==> config.mk <==
export PLATFORM = sky130hd
export DESIGN_NAME = seq_detector_n
export DESIGN_NICKNAME = d
export VERILOG_FILES = /design/src/rtl/seq_det_pkg.sv /design/src/rtl/seq_detector_n_sat_counter.sv /design/src/rtl/seq_detector_n.sv
export SDC_FILE = /design/constraint.sdc
export NUM_CORES = 1
export LEC_CHECK = 0
export CORE_ASPECT_RATIO = 0.7
export CORE_UTILIZATION = 55
export DETAILED_ROUTE_END_ITERATION = 8
export PLACE_DENSITY = 0.83
export SETUP_SLACK_MARGIN = 0.1
export SLEW_MARGIN = 40
export SYNTH_ARGS = -nofsm -noshare
export SYNTH_HDL_FRONTEND = slang
export SYNTH_HIERARCHICAL = 1
export SYNTH_SLANG_ARGS = --single-unit
==> constraint.sdc <==
create_clock -name i_clk -period 8.1 [get_ports i_clk]
set_input_delay 2.025 -clock i_clk [delete_from_list [all_inputs] [get_ports i_clk]]
set_output_delay 2.025 -clock i_clk [all_outputs]
set_load 0.005 [all_outputs]
==> src/rtl/seq_det_pkg.sv <==
// Shared types and default sizes for the serial pattern detector.
package seq_det_pkg;

  localparam int DEF_N     = 4;
  localparam int DEF_CNT_W = 8;

  typedef enum logic [1:0] {
    IDLE,
    FILL,
    FULL,
    LOCK
  } state_t;

endpackage

==> src/rtl/seq_detector_n_sat_counter.sv <==
// Saturating up-counter; holds at all-ones instead of wrapping.
module sat_counter
  import seq_det_pkg::*;
#(
  parameter int W = DEF_CNT_W
) (
  input  logic         i_clk,
  input  logic         i_rst_n,
  input  logic         i_inc,
  input  logic         i_clr,
  output logic [W-1:0] o_count
);

  logic [W-1:0] r_count;

  always_ff @(posedge i_clk) begin
    if (!i_rst_n) begin
      r_count <= '0;
    end else if (i_clr) begin
      r_count <= '0;
    end else if (i_inc && (r_count != '1)) begin
      r_count <= r_count + W'(1);
    end
  end

  assign o_count = r_count;

endmodule

==> src/rtl/seq_detector_n.sv <==
// Serial N-bit pattern detector with overlap control, strict-prefix lock
// mode and a saturating match counter. All outputs come straight from flops.
module seq_detector_n
  import seq_det_pkg::*;
#(
  parameter int           N       = DEF_N,
  parameter int           CNT_W   = DEF_CNT_W,
  parameter logic [N-1:0] PAT_RST = N'(4'b1011)
) (
  input  logic                   i_clk,
  input  logic                   i_rst_n,
  input  logic                   i_en,
  input  logic                   i_x,
  input  logic [N-1:0]           i_pattern,
  input  logic                   i_load,
  input  logic                   i_clr,
  input  logic                   i_overlap,
  input  logic                   i_lock_en,
  output logic                   o_match,
  output logic                   o_locked,
  output logic [$clog2(N+1)-1:0] o_fill,
  output logic [CNT_W-1:0]       o_match_cnt
);

  localparam int                FILL_W   = $clog2(N+1);
  localparam logic [FILL_W-1:0] FILL_MAX = FILL_W'(N);
  localparam logic [FILL_W-1:0] FILL_ONE = FILL_W'(1);

  state_t            r_state;
  state_t            w_state_nxt;
  // Only N-1 history bits are stored; the oldest bit always falls off on the next shift.
  logic [N-2:0]      r_hist;
  logic [N-2:0]      w_hist_nxt;
  logic [N-1:0]      r_pat;
  logic [N-1:0]      w_hist_shift;
  logic [N-1:0]      w_pat_pfx;
  logic [N-1:0]      w_mask;
  logic [FILL_W-1:0] r_fill;
  logic [FILL_W-1:0] w_fill_nxt;
  logic [FILL_W-1:0] w_fill_inc;
  logic              r_match;
  logic              r_locked;
  logic              w_match_nxt;
  logic              w_locked_nxt;
  logic              w_accept;
  logic              w_strict;
  logic              w_pfx_ok;
  logic              w_hit;

  assign w_accept     = i_en && !i_load && !i_clr;
  assign w_hist_shift = {r_hist, i_x};
  assign w_fill_inc   = (r_fill == FILL_MAX) ? r_fill : r_fill + FILL_ONE;
  assign w_strict     = i_lock_en && ((r_state == IDLE) || (r_state == FILL));

  // Align the leading fill+1 pattern bits with the newest history bits.
  assign w_pat_pfx = r_pat >> (FILL_MAX - FILL_ONE - r_fill);
  assign w_mask    = ~({N{1'b1}} << (r_fill + FILL_ONE));
  assign w_pfx_ok  = ((w_hist_shift ^ w_pat_pfx) & w_mask) == '0;
  assign w_hit     = (w_fill_inc == FILL_MAX) && (w_hist_shift == r_pat);

  always_ff @(posedge i_clk) begin
    if (!i_rst_n) begin
      r_state  <= IDLE;
      r_hist   <= '0;
      r_fill   <= '0;
      r_match  <= 1'b0;
      r_locked <= 1'b0;
      r_pat    <= PAT_RST;
    end else begin
      r_state  <= w_state_nxt;
      r_hist   <= w_hist_nxt;
      r_fill   <= w_fill_nxt;
      r_match  <= w_match_nxt;
      r_locked <= w_locked_nxt;
      if (!i_clr && i_load) begin
        r_pat <= i_pattern;
      end
    end
  end

  always_comb begin
    w_state_nxt = r_state;
    if (i_clr || i_load) begin
      w_state_nxt = IDLE;
    end else if (w_accept && (r_state != LOCK)) begin
      if (w_strict && !w_pfx_ok) begin
        w_state_nxt = (r_state == FILL) ? LOCK : IDLE;
      end else if (w_hit) begin
        w_state_nxt = i_overlap ? FULL : IDLE;
      end else begin
        w_state_nxt = (w_fill_inc == FILL_MAX) ? FULL : FILL;
      end
    end
  end

  // A broken prefix in IDLE just drops the bit; only a broken prefix in FILL locks.
  always_comb begin
    w_hist_nxt   = r_hist;
    w_fill_nxt   = r_fill;
    w_match_nxt  = 1'b0;
    w_locked_nxt = r_locked;
    if (i_clr) begin
      w_hist_nxt   = '0;
      w_fill_nxt   = '0;
      w_locked_nxt = 1'b0;
    end else if (i_load) begin
      w_hist_nxt = '0;
      w_fill_nxt = '0;
    end else if (w_accept && (r_state != LOCK)) begin
      if (w_strict && !w_pfx_ok) begin
        if (r_state == FILL) begin
          w_locked_nxt = 1'b1;
        end
      end else if (w_hit && !i_overlap) begin
        w_hist_nxt  = '0;
        w_fill_nxt  = '0;
        w_match_nxt = 1'b1;
      end else begin
        w_hist_nxt  = w_hist_shift[N-2:0];
        w_fill_nxt  = w_fill_inc;
        w_match_nxt = w_hit;
      end
    end
  end

  sat_counter #(
    .W(CNT_W)
  ) u_cnt (
    .i_clk   (i_clk),
    .i_rst_n (i_rst_n),
    .i_inc   (w_match_nxt),
    .i_clr   (i_clr),
    .o_count (o_match_cnt)
  );

  assign o_match  = r_match;
  assign o_locked = r_locked;
  assign o_fill   = r_fill;

endmodule

==> results of run 1 <==
==> power groups by stage <==
stage	clock network (mW)	logic, mW	registers, mW
floorplan	0	0.0124	0.113
global placement	0	0.0205	0.113
detailed placement	0	0.0212	0.113
CTS	0.104	0.0214	0.111
global route	0.109	0.0232	0.111
finish	0.102	0.0213	0.111
==> cell families after synthesis <==
logic type | after synthesis | share of synthesized area
AO/OA/AOI/OAI | 33 | 0.1830
XOR/XNOR | 6 | 0.03643
adder cells (fa/ha/maj) | 5 | 0.04337
multiplexers | 18 | 0.1275
AND/OR/NAND/NOR | 68 | 0.2671
buffers and inverters | 10 | 0.03729
flip-flops | 22 | 0.3053
==> final cells by class <==
class,count,share of cell area
Clock inverter,1,0.01705
Clock buffer,3,0.02344
Multi-Input combinational cell,130,0.5384
Inverter,5,0.01065
Tap cell,34,0.02415
Sequential cell,22,0.2500
Timing Repair Buffer,24,0.1364
==> final timing paths <==
| check | start | slack (ns) | to | cells after the start |
|---|---|---|---|---|
| setup / recovery | i_x | 3.84 | u_cnt/o_count[5]$_SDFFE_PP0P_ | 10 |
| hold / removal | r_hist[2]$_SDFFE_PP0P_ | 0.53 | r_hist[2]$_SDFFE_PP0P_ | 2 |
| setup reg to reg | o_fill[0]$_SDFFE_PP0P_ | 4.89 | u_cnt/o_count[5]$_SDFFE_PP0P_ | 10 |
| hold reg to reg | r_hist[2]$_SDFFE_PP0P_ | 0.53 | r_hist[2]$_SDFFE_PP0P_ | 2 |
==> placed cells by master (no fill, tap or decap), types with 5 or more instances in the layout <==
cell	count
xnor2_1	5
nand2b_1	6
inv_1	5
nand3_1	5
mux2i_1	17
clkdlybuf4s50_1	24
a21oi_1	7
nand2_1	21
nor2_1	7
nor2b_1	6
ha_1	5
dfxtp_1	22
==> flip-flops by register name, indices dropped and copies added, names as in the netlist <==
name / cells
r_state: 2
r_hist: 3
o_locked: 1
u_cnt/o_count: 8
o_fill: 3
o_match: 1
r_pat: 4
==> stage by stage <==
step / instance area (um^2) / total power [mW] / utilization
finish: 1762 / 0.2341 / 0.7111
global route: 1762 / 0.2437 / 0.7111
CTS: 1762 / 0.2361 / 0.7111
detailed placement: 1690 / 0.1346 / 0.6823
global placement: 1690 / 0.1339 / 0.6823
floorplan: 1443 / 0.1253 / -
==> cells in the mapped netlist, types with 4 or more instances <==
| cell | n | share of area |
|---|---|---|
| dfxtp_1 | 22 | 0.31 |
| and4_1 | 4 | 0.024 |
| o21ai_0 | 4 | 0.014 |
| nor3_1 | 4 | 0.014 |
| nand2b_1 | 6 | 0.026 |
| mux2i_1 | 17 | 0.12 |
| nand3_1 | 5 | 0.017 |
| xnor2_1 | 5 | 0.030 |
| nor2_1 | 7 | 0.018 |
| inv_1 | 5 | 0.013 |
| nand2_1 | 21 | 0.055 |
| nor2b_1 | 6 | 0.026 |
| ha_1 | 5 | 0.043 |
| a21oi_1 | 7 | 0.024 |
==> per-layer routing <==
layer  share of wire  wire length [um]  global-route usage
met5               0                 0                   0
met4          0.0036                12             0.04091
met3           0.070               231             0.07071
met2            0.45              1487              0.4151
met1            0.48              1581              0.3344
==> worst reg2reg max path, stage by stage, from the launching register on <==
cell	delay, ns
dfxtp_1	0.61
inv_1	0.26
ha_1	0.41
o21ai_0	0.19
a21o_1	0.14
nor2_1	0.07
o311a_4	0.43
nor4_4	0.40
nand4_1	0.19
a211oi_2	0.25
mux2i_1	0.20
==> flow_summary.yaml, run 1 <==
worst_setup_path:
  start_kind: "input pin"
  path_class: "input pin to flip-flop"
  cp_common_cell: "mux2i_1"
  worstPathRequired_ns: 8.29
  crit_family: "compound AO/OA/AOI/OAI gates"
  cpPeakStageDelay_ns: 0.58
  crit_path_top_delay_cell: "clkdlybuf4s50_1"
  cp_num_buf_inv: 1
  cp_max_fo: 7
  crit_path_cell_trace: "clkdlybuf4s50_1 -> nand2b_1 -> mux2i_1 -> a211o_1 -> a21oi_2 -> o311a_4 -> nor4_4 -> nand4_1 -> a211oi_2 -> mux2i_1"
  cp.arrival_ns: 4.46
  critPathCaptureType: "flip-flop"
place:
  portBuffers: 24
  dp.cells: 215
  pre_cts_slack_ns: 3.568
  place_congestion: 0.8358
  hpwl_mm: 2.500
final_layout:
  multi_input_area_um2: 948.4
  antenna_cells: 0
  finalNonFillerCells: 219
  nFillCells: 211
  final_nets: 203
  regArea_um2: 440.4
  drive_above_1_share: 0.08108
  area_delta_synth_final_pct: 22.12
clocking:
  cts_tree: "done"
  cts_hold_buf: 0
  path_clk_slew_ns: 0.08
  cts.repair.resized: 0
  h-tree-depth: 1
  postCtsSetupBuffers: 0
  cts_root_buf: "clkbuf_8"
  numCtsBuffers: 3
  cts_buffer_depth: 2
  clock_latency_ns: 0.26
  clock_sinks: 22
global_routing:
  grt-ovfl-total: 0
  grt_pass1_vias: 1211
  grt_max_degree: 16
  grt_pass1_wl_mm: 5.395
  grt.total_usage: 0.2500
  antenna_found_initial: 0
timing:
  worst_slack_ns: 3.836
  rsz0062_at_grt: "no"
  slew_violations: 0
  slew_headroom: 0.5361
  hold_viol_final: 0
  period_needed_ns: 4.264
  max_freq_mhz: 234.5
  finClkSkew_ns: 0.005377
  holdWs_ns: 0.5250
  setup_viol: 0
  tightest_slew_ns: 0.6932
  setup_tns_ns: 0
  min_period_over_period: 0.5265
floorplan:
  core_um2: 2477
  io_pins: 25
  die-area_um2: 2835
  die_x_um: 63.22
  rows: 15
  die_h_um: 44.85
  initial_core_util: 0.5823
outcome:
  status: "complete, no violations"
yosys:
  yosys_warnings: 6
  synth_cells: 162
  syn-cell-area_um2: 1443
  synthFlopType: "dfxtp_1"
  async_reset_ff_frac: 0
  ys_types: 47
  synth_seq_cells: 22
  yosysSeqAreaShare: 0.3053
  synth_edf_count: 0
  avgSynthCellArea_um2: 8.905
  syn-num-nets: 179
power:
  p_sw_mw: 0.04791
  ir_drop_mv: 0.1864
  pwr-share-comb: 0.091
  p_seq_frac: 0.473
  swShare: 0.2046
  power_per_cell_area_nw_per_um2: 132.9
  p_leak_nw: 0.6138
  power.share.clock: 0.436
  internal_power_mw: 0.1862
detailed_routing:
  routed_wl_mm: 3.313
  wl_per_cell_um: 15.13
  drc: 0
  drtIter0Drc: 58
  num_vias: 1287
  dr.pass1.iters: 4
  antenna_left: 0
  vias_per_cell: 5.877
flow_run:
  cap_violations: 0
min_path:
  holdCritPathClass: "flip-flop to flip-flop"
Power figures use the tool's default switching activity.
==> run 2: changes to the inputs <==
Settings changed: CORE_UTILIZATION 55 to 47, PLACE_DENSITY 0.83 to 0.75.
Clock period 8.1 ns to 3.5 ns, I/O delays scaled along.
==> flow_summary.yaml, run 2 (synthesized netlist as in run 1, its figures left out) <==
outcome:
  status: "complete, no violations"
detailed_routing:
  routed_wl_mm: 3.296
  drtIter0Drc: 76
  num_vias: 1270
  vias_per_cell: 5.695
  drc: 0
  dr.pass1.iters: 5
  antenna_left: 0
  wl_per_cell_um: 14.78
clocking:
  cts_tree: "done"
  cts_root_buf: "clkbuf_8"
  cts.repair.resized: 0
  path_clk_slew_ns: 0.08
  cts_hold_buf: 0
  clock_sinks: 22
  h-tree-depth: 1
  clock_latency_ns: 0.27
  numCtsBuffers: 3
  postCtsSetupBuffers: 0
  cts_buffer_depth: 2
timing:
  setup_tns_ns: 0
  min_period_over_period: 0.8966
  slew_violations: 0
  worst_slack_ns: 0.3618
  finClkSkew_ns: 0.005954
  max_freq_mhz: 318.7
  setup_viol: 0
  rsz0062_at_grt: "no"
  period_needed_ns: 3.138
  hold_viol_final: 0
  slew_headroom: 0.6135
  tightest_slew_ns: 0.5785
floorplan:
  die-area_um2: 3299
  initial_core_util: 0.5039
  io_pins: 25
  rows: 16
  die_x_um: 68.22
  core_um2: 2863
  die_h_um: 48.36
final_layout:
  layout_commonest_cell: "clkdlybuf4s50_1"
  layout_common_cells: "24 x clkdlybuf4s50_1, 22 x dfxtp_1, 21 x nand2_1, 17 x mux2i_1"
  antenna_cells: 0
  final_nets: 205
  finalNonFillerCells: 223
  drive_above_1_share: 0.09091
  largest_register_ff_count: 8
  area_delta_synth_final_pct: 23.33
flow_run:
  cap_violations: 0
place:
  portBuffers: 24
  pre_cts_slack_ns: 0.1368
  dp.cells: 219
  hpwl_mm: 2.497
  place_congestion: 0.9176
worst_setup_path:
  start_kind: "input pin"
  r2r_start: "o_fill[1]$_SDFFE_PP0P_"
  path_class: "input pin to flip-flop"
  cp-startpoint: "i_x"
  critPathCaptureType: "flip-flop"
  cp_max_fo: 7
  worstPathRequired_ns: 3.70
  cp.arrival_ns: 3.34
min_path:
  min-delay-start: "o_locked$_SDFFE_PP0P_"
  holdCritPathClass: "flip-flop to flip-flop"
global_routing:
  grt-ovfl-total: 0
  use_met1: 0.3333
  met2_usage: 0.3235
  top_usage_layer: "met1"
  grt_pass1_wl_mm: 5.561
  antenna_found_initial: 0
  grt_pass1_vias: 1150
  use_met3: 0.05660
  grt_max_degree: 16
  grt.total_usage: 0.2238
power:
  p_leak_nw: 0.6245
  power_per_cell_area_nw_per_um2: 308.3
  ir_drop_mv: 0.1913
==> run 2: power breakdown <==
| group | leakage, nW | internal, mW | switching [mW] | total [mW] |
|---|---|---|---|---|
| clock network | 0.0357 | 0.153 | 0.0888 | 0.242 |
| logic | 0.411 | 0.0261 | 0.0244 | 0.0505 |
| registers | 0.178 | 0.253 | 0.00356 | 0.256 |
| total | 0.625 | 0.432 | 0.117 | 0.549 |
==> run 2: worst max-delay path, cell delays in order <==
cell	delay, ns
clkdlybuf4s50_1	0.59
nand2b_1	0.11
mux2i_1	0.14
a211o_1	0.15
a21oi_2	0.05
o311a_4	0.37
nor4_4	0.40
nand4_1	0.21
a211oi_2	0.26
mux2i_1	0.19
==> run 2: worst paths after layout <==
kind	end	slack [ns]	depth (start not counted)
setup / recovery	u_cnt/o_count[5]$_SDFFE_PP0P_	0.36	10
hold / removal	o_locked$_SDFFE_PP0P_	0.52	2
setup reg to reg	u_cnt/o_count[5]$_SDFFE_PP0P_	0.49	10
hold reg to reg	o_locked$_SDFFE_PP0P_	0.52	2
==> run 2: layer usage <==
layer | vias up | part of all wire
li1 | 643 | -
met3 | 2 | 0.054
met1 | 594 | 0.53
met2 | 31 | 0.41
met5 | - | 0
met4 | 0 | 0.0039
==> run 2: area by class of cell <==
type	count	area (um^2)
Clock buffer	3	41.29
Clock inverter	1	30.03
Fill cell	239	1084
Inverter	5	18.77
Multi-Input combinational cell	130	948.4
Sequential cell	22	440.4
Tap cell	36	45.04
Timing Repair Buffer	26	255.2
==> run 2: through the flow <==
| step | utilization | hold slack [ns] | cell area, um^2 | total power, mW |
|---|---|---|---|---|
| final | 0.6215 | 0.5166 | 1779 | 0.5486 |
| after global routing | 0.6215 | 0.5635 | 1779 | 0.5685 |
| after CTS | 0.6215 | 0.5124 | 1779 | 0.5529 |
| after detailed placement | 0.5966 | 0.4723 | 1708 | 0.3122 |
| after global placement | 0.5966 | 0.4866 | 1708 | 0.3111 |
| after floorplan | - | 0.4605 | 1443 | 0.2901 |
==> run 3: changes to the inputs <==
Settings changed: PLACE_DENSITY 0.75 to 0.77.
==> flow_summary.yaml, run 3 (synthesized netlist as in run 1, its figures left out) <==
timing:
  setup_viol: 0
  max_freq_mhz: 311.1
  rsz0062_at_grt: "no"
  slew_headroom: 0.6428
  min_period_over_period: 0.9184
  slew_violations: 0
  setup_tns_ns: 0
  hold_viol_final: 0
  period_needed_ns: 3.214
  finClkSkew_ns: 0.009921
  tightest_slew_ns: 0.5346
final_layout:
  finalNonFillerCells: 223
  layout_common_cells: "24 x clkdlybuf4s50_1, 22 x dfxtp_1, 21 x nand2_1, 17 x mux2i_1"
  antenna_cells: 0
  area_delta_synth_final_pct: 22.20
  layout_commonest_cell: "clkdlybuf4s50_1"
  final_nets: 205
  drive_above_1_share: 0.09091
  largest_register_ff_count: 8
global_routing:
  antenna_found_initial: 0
  grt_max_degree: 16
  grt-ovfl-total: 0
  grt.total_usage: 0.2336
  grt_pass1_wl_mm: 5.658
  grt_pass1_vias: 1184
power:
  p_total_mw: 0.4896
  p_leak_nw: 0.6176
  ir_drop_mv: 0.1691
  power_per_cell_area_nw_per_um2: 277.7
clocking:
  clock_latency_ns: 0.27
  path_clk_slew_ns: 0.07
  numCtsBuffers: 3
  cts_root_buf: "clkbuf_8"
  h-tree-depth: 1
  cts.repair.resized: 0
  postCtsSetupBuffers: 0
  cts_hold_buf: 0
  clock_sinks: 22
  cts_buffer_depth: 2
  cts_tree: "done"
worst_setup_path:
  crit_path_cell_trace: "clkdlybuf4s50_1 -> nand2b_1 -> mux2i_1 -> a211o_1 -> a21oi_2 -> o311a_4 -> nor4_4 -> nand4_1 -> a211oi_2 -> mux2i_1"
  critical_path.endpoint: "u_cnt/o_count[5]$_SDFFE_PP0P_"
  cpPeakStageDelay_ns: 0.58
  reg2reg_depth: 10
  cp-startpoint: "i_x"
  cp.arrival_ns: 3.40
  r2r_slack_ns: 0.41
  critPathCaptureType: "flip-flop"
  worstPathRequired_ns: 3.68
  path_class: "input pin to flip-flop"
  r2r_start: "o_fill[1]$_SDFFE_PP0P_"
  crit_path_top_delay_cell: "clkdlybuf4s50_1"
  cp_max_fo: 7
  timing.rr.end: "u_cnt/o_count[5]$_SDFFE_PP0P_"
  cp_common_cell: "mux2i_1"
  start_kind: "input pin"
detailed_routing:
  drc: 0
  routed_wl_mm: 3.530
  wl_per_cell_um: 15.83
  vias_per_cell: 5.910
  num_vias: 1318
  drtIter0Drc: 85
  dr.pass1.iters: 4
  antenna_left: 0
floorplan:
  io_pins: 25
  die_x_um: 68.22
  die-area_um2: 3299
  rows: 16
  core_um2: 2863
  die_h_um: 48.36
  initial_core_util: 0.5039
outcome:
  status: "complete, no violations"
place:
  hpwl_mm: 2.690
  place_congestion: 0.9764
  dp.cells: 219
  portBuffers: 24
min_path:
  holdCritPathClass: "flip-flop to flip-flop"
flow_run:
  cap_violations: 0
## run 3: cell types whose count changed in the layout (fill, tap and decap cells not counted)
cell,before,now
clkbuf_8,3,4
bufinv_16,1,0
## run 3: worst min path at each step
stage	start	endpoint	slack [ns]	cells past startpoint
2_1_floorplan	o_locked$_SDFFE_PP0P_	o_locked$_SDFFE_PP0P_	0.46	2
3_3_place_gp	o_locked$_SDFFE_PP0P_	o_locked$_SDFFE_PP0P_	0.48	2
3_5_place_dp	o_locked$_SDFFE_PP0P_	o_locked$_SDFFE_PP0P_	0.47	2
4_1_cts	u_cnt/o_count[1]$_SDFFE_PP0P_	u_cnt/o_count[1]$_SDFFE_PP0P_	0.52	2
5_1_grt	u_cnt/o_count[1]$_SDFFE_PP0P_	u_cnt/o_count[1]$_SDFFE_PP0P_	0.54	2
6_report	u_cnt/o_count[1]$_SDFFE_PP0P_	u_cnt/o_count[1]$_SDFFE_PP0P_	0.52	2
## run 3: per-stage QoR
step	hold slack, ns	setup slack, ns	utilization	instance area (um^2)
finish	0.5202	0.2856	0.6158	1763
global placement	0.4786	0.2366	0.5966	1708
CTS	0.5238	0.2888	0.6158	1763
detailed placement	0.4702	0.1032	0.5966	1708
floorplan	0.4605	0.8101	-	1443
global route	0.5374	0.1042	0.6158	1763
## run 3: cell type report
cell class / instances / area [um^2]
timing repair buffer: 26 / 255.2
tap: 36 / 45.04
multi-input combinational: 130 / 948.4
clock buffer: 4 / 55.05
fill: 237 / 1100
inverter: 5 / 18.77
sequential: 22 / 440.4
## run 3: metal layers
| layer | track usage | routed length [um] | vias up |
|---|---|---|---|
| met5 | 0 | 0 | - |
| met4 | 0.07986 | 55 | 0 |
| met3 | 0.06132 | 176 | 7 |
| met2 | 0.3366 | 1506 | 37 |
| met1 | 0.3314 | 1792 | 628 |
| li1 | - | - | 646 |
## run 3: power breakdown
part | total, mW | internal, mW | switching [mW] | leakage [nW]
registers | 0.257 | 0.253 | 0.00365 | 0.178
logic | 0.0510 | 0.0261 | 0.0249 | 0.411
clock network | 0.182 | 0.100 | 0.0817 | 0.0288
total | 0.490 | 0.379 | 0.110 | 0.618
## run 3: critical path, delay by kind of cell
kind,cells,cell delay [ns]
AOI/OAI and AO/OA,4,0.84
and+or+nand+nor,3,0.71
buffers and inverters,1,0.58
muxes,2,0.38
==> variant (config.mk and constraints of run 3) <==
Make the reset (`i_rst_n`) asynchronous in 2 clocked blocks.
--- a/src/rtl/seq_detector_n_sat_counter.sv
+++ b/src/rtl/seq_detector_n_sat_counter.sv
@@ -14,5 +14,5 @@
   logic [W-1:0] r_count;
 
-  always_ff @(posedge i_clk) begin
+  always_ff @(posedge i_clk or negedge i_rst_n) begin
     if (!i_rst_n) begin
       r_count <= '0;
--- a/src/rtl/seq_detector_n.sv
+++ b/src/rtl/seq_detector_n.sv
@@ -59,5 +59,5 @@
   assign w_hit     = (w_fill_inc == FILL_MAX) && (w_hist_shift == r_pat);
 
-  always_ff @(posedge i_clk) begin
+  always_ff @(posedge i_clk or negedge i_rst_n) begin
     if (!i_rst_n) begin
       r_state  <= IDLE;
Check against the original RTL: differs if i_rst_n is asserted again (counterexample within 4 cycles, from zero or initial values and one cycle with i_rst_n low); with i_rst_n held inactive, the same outputs for 10 cycles.
==> variant against run 3 <==
  * Setup slack improved by 0.14 ns
  * Clock skew fell by 0.0047 ns
  * Critical path type is now register to register
  * The flow now finishes with violations (DRC)
  * Cell area up 7.9%
  * Sequential cell count stayed put
  * Maximum frequency is 4.6% higher
  * First-iteration DRC count is 49% higher
  * Routed wire length fell by 1.8%
  * Synthesized area up 7.1%
Power is not compared: it rests on default switching activity, and its combinational part moved more than twofold at a synthesized area within 25%.
==> variant: results (changes against run 3) <==
[run_status]
outcome = finished, violations left
violations = DRC

[grt]
via_count_of_the_first_global_routing_pass = 1260  ; +6.4%
maximum_number_of_pins_on_one_net_before_global_route_repair = 23  ; +7
first_pass_grt_wire_length_mm = 5.75  ; +1.7%
grt_util_all_layers_pct = 20.8  ; -2.5 points

[critical_path]
timing.critical_path.arrival_ns = 3.21  ; -0.19 ns
r2r-start = o_fill[1]
regToRegSetupSlack_ns = 0.43  ; +0.02 ns
r2r_end = u_cnt/o_count[5]
critical_path.max_fanout = 12  ; +5
slowest_stage = sky130_fd_sc_hd__dfrtp_1
largest_stage_delay_on_the_critical_path_ns = 0.56  ; -0.02 ns

[placement]
hpwlAfterDp_mm = 2.66  ; -1.3%
gp_routability_congestion = 0.849  ; -13%

[sta]
timing.slew.headroom_pct = 67.6  ; +3.4 points
worst_clk_skew_ns = 0.00523  ; -0.00469 ns
hold-worst-slack_ns = 0.535  ; +0.0144 ns

[logic_synthesis]
synthesis.nets = 184  ; +2.8%
ys_top_cells_by_area = sky130_fd_sc_hd__dfrtp_1 31%, sky130_fd_sc_hd__mux2_2 5.8%, sky130_fd_sc_hd__mux2i_1 5.2%
async_flop_share_pct = 100  ; +100 points
synthFlopType = sky130_fd_sc_hd__dfrtp_1
most_common_library_cells_after_synthesis = 19 x sky130_fd_sc_hd__dfrtp_1, 17 x sky130_fd_sc_hd__nand2_1, 10 x sky130_fd_sc_hd__nor2_1, 8 x sky130_fd_sc_hd__mux2_2, 8 x sky130_fd_sc_hd__mux2i_1
synthesis.instances = 167  ; +3.1%
yosys.area.top_type_share_pct = 30.8  ; +0.24 points
post_synth_num_cell_types = 49  ; +4.3%
seq_area_frac_synth_pct = 35.9  ; +5.3 points

[routing]
total_number_of_vias = 1378  ; +4.6%
route.final.wire_length_mm = 3.47  ; -1.8%
post-route-drc-count = 4  ; +4
dr.pass1.iters = 6  ; +2
drt_iter0_markers = 127  ; +49%

[power]
power.combinational.fraction_pct = 17.1

[layout]
design.final.nets = 211  ; +2.9%
fill_cells = 273  ; +15%
drive_gt1_share_pct = 15.0  ; +5.9 points
finish.cell_count_without_fillers = 231  ; +3.6%

[min_path]
hold_end = o_locked
worst_min_path_start = o_locked

==> variant: cell types whose count changed after synthesis, sizes merged, moves of 3 or more <==
cell	delta
nor2	+3
dfrtp	+19
dfxtp	-22
nand2	-3
and4	-3
nand3	+3
dfstp	+3
a31oi	+3
mux2i	-10
mux2	+8
==> variant: how the worst max path moves through the flow <==
stage	from	endpoint	slack, ns
floorplan	o_fill[0]	u_cnt/o_count[7]	0.49
global placement	i_x	u_cnt/o_count[7]	0.57
detailed placement	i_x	u_cnt/o_count[5]	0.44
CTS	o_fill[1]	u_cnt/o_count[5]	0.47
global route	o_fill[1]	u_cnt/o_count[7]	0.23
finish	o_fill[1]	u_cnt/o_count[5]	0.43
==> variant: cells by family after synthesis <==
family / Yosys count / share of synthesized area [%]
DFF: 22 / 35.9
xor gates and xnor gates: 7 / 3.97
AOI/OAI and AO/OA: 33 / 16.5
and+or+nand+nor: 71 / 24.9
adders and majority gates: 5 / 4.05
muxes: 16 / 11.0
buffers and inverters: 13 / 3.73
==> variant: routing by layer <==
metal,track usage (%),up-vias,share of wire (%)
met2,31.6,49,44
li1,-,655,-
met1,30.1,671,48
met3,5.32,3,6.6
met4,4.33,0,0.46
met5,0,-,0
==> variant: per-stage QoR <==
step,utilization [%],setup slack (ns),instance area [sq um]
final,60.4,0.427,1900
after CTS,60.4,0.470,1900
after detailed placement,58.1,0.436,1830
after global placement,58.3,0.567,1840
after floorplan,-,0.486,1550
after global routing,60.4,0.232,1900
==> variant: area by class of cell <==
cell class	instances	area [sq um]	share of cell area, %
clock buffer	3	41.3	2.17
clock inverter	1	30.0	1.58
inverter	6	22.5	1.18
multi-input combinational	132	933	49.1
sequential	22	554	29.1
tap	38	47.5	2.50
timing repair buffer	29	273	14.3
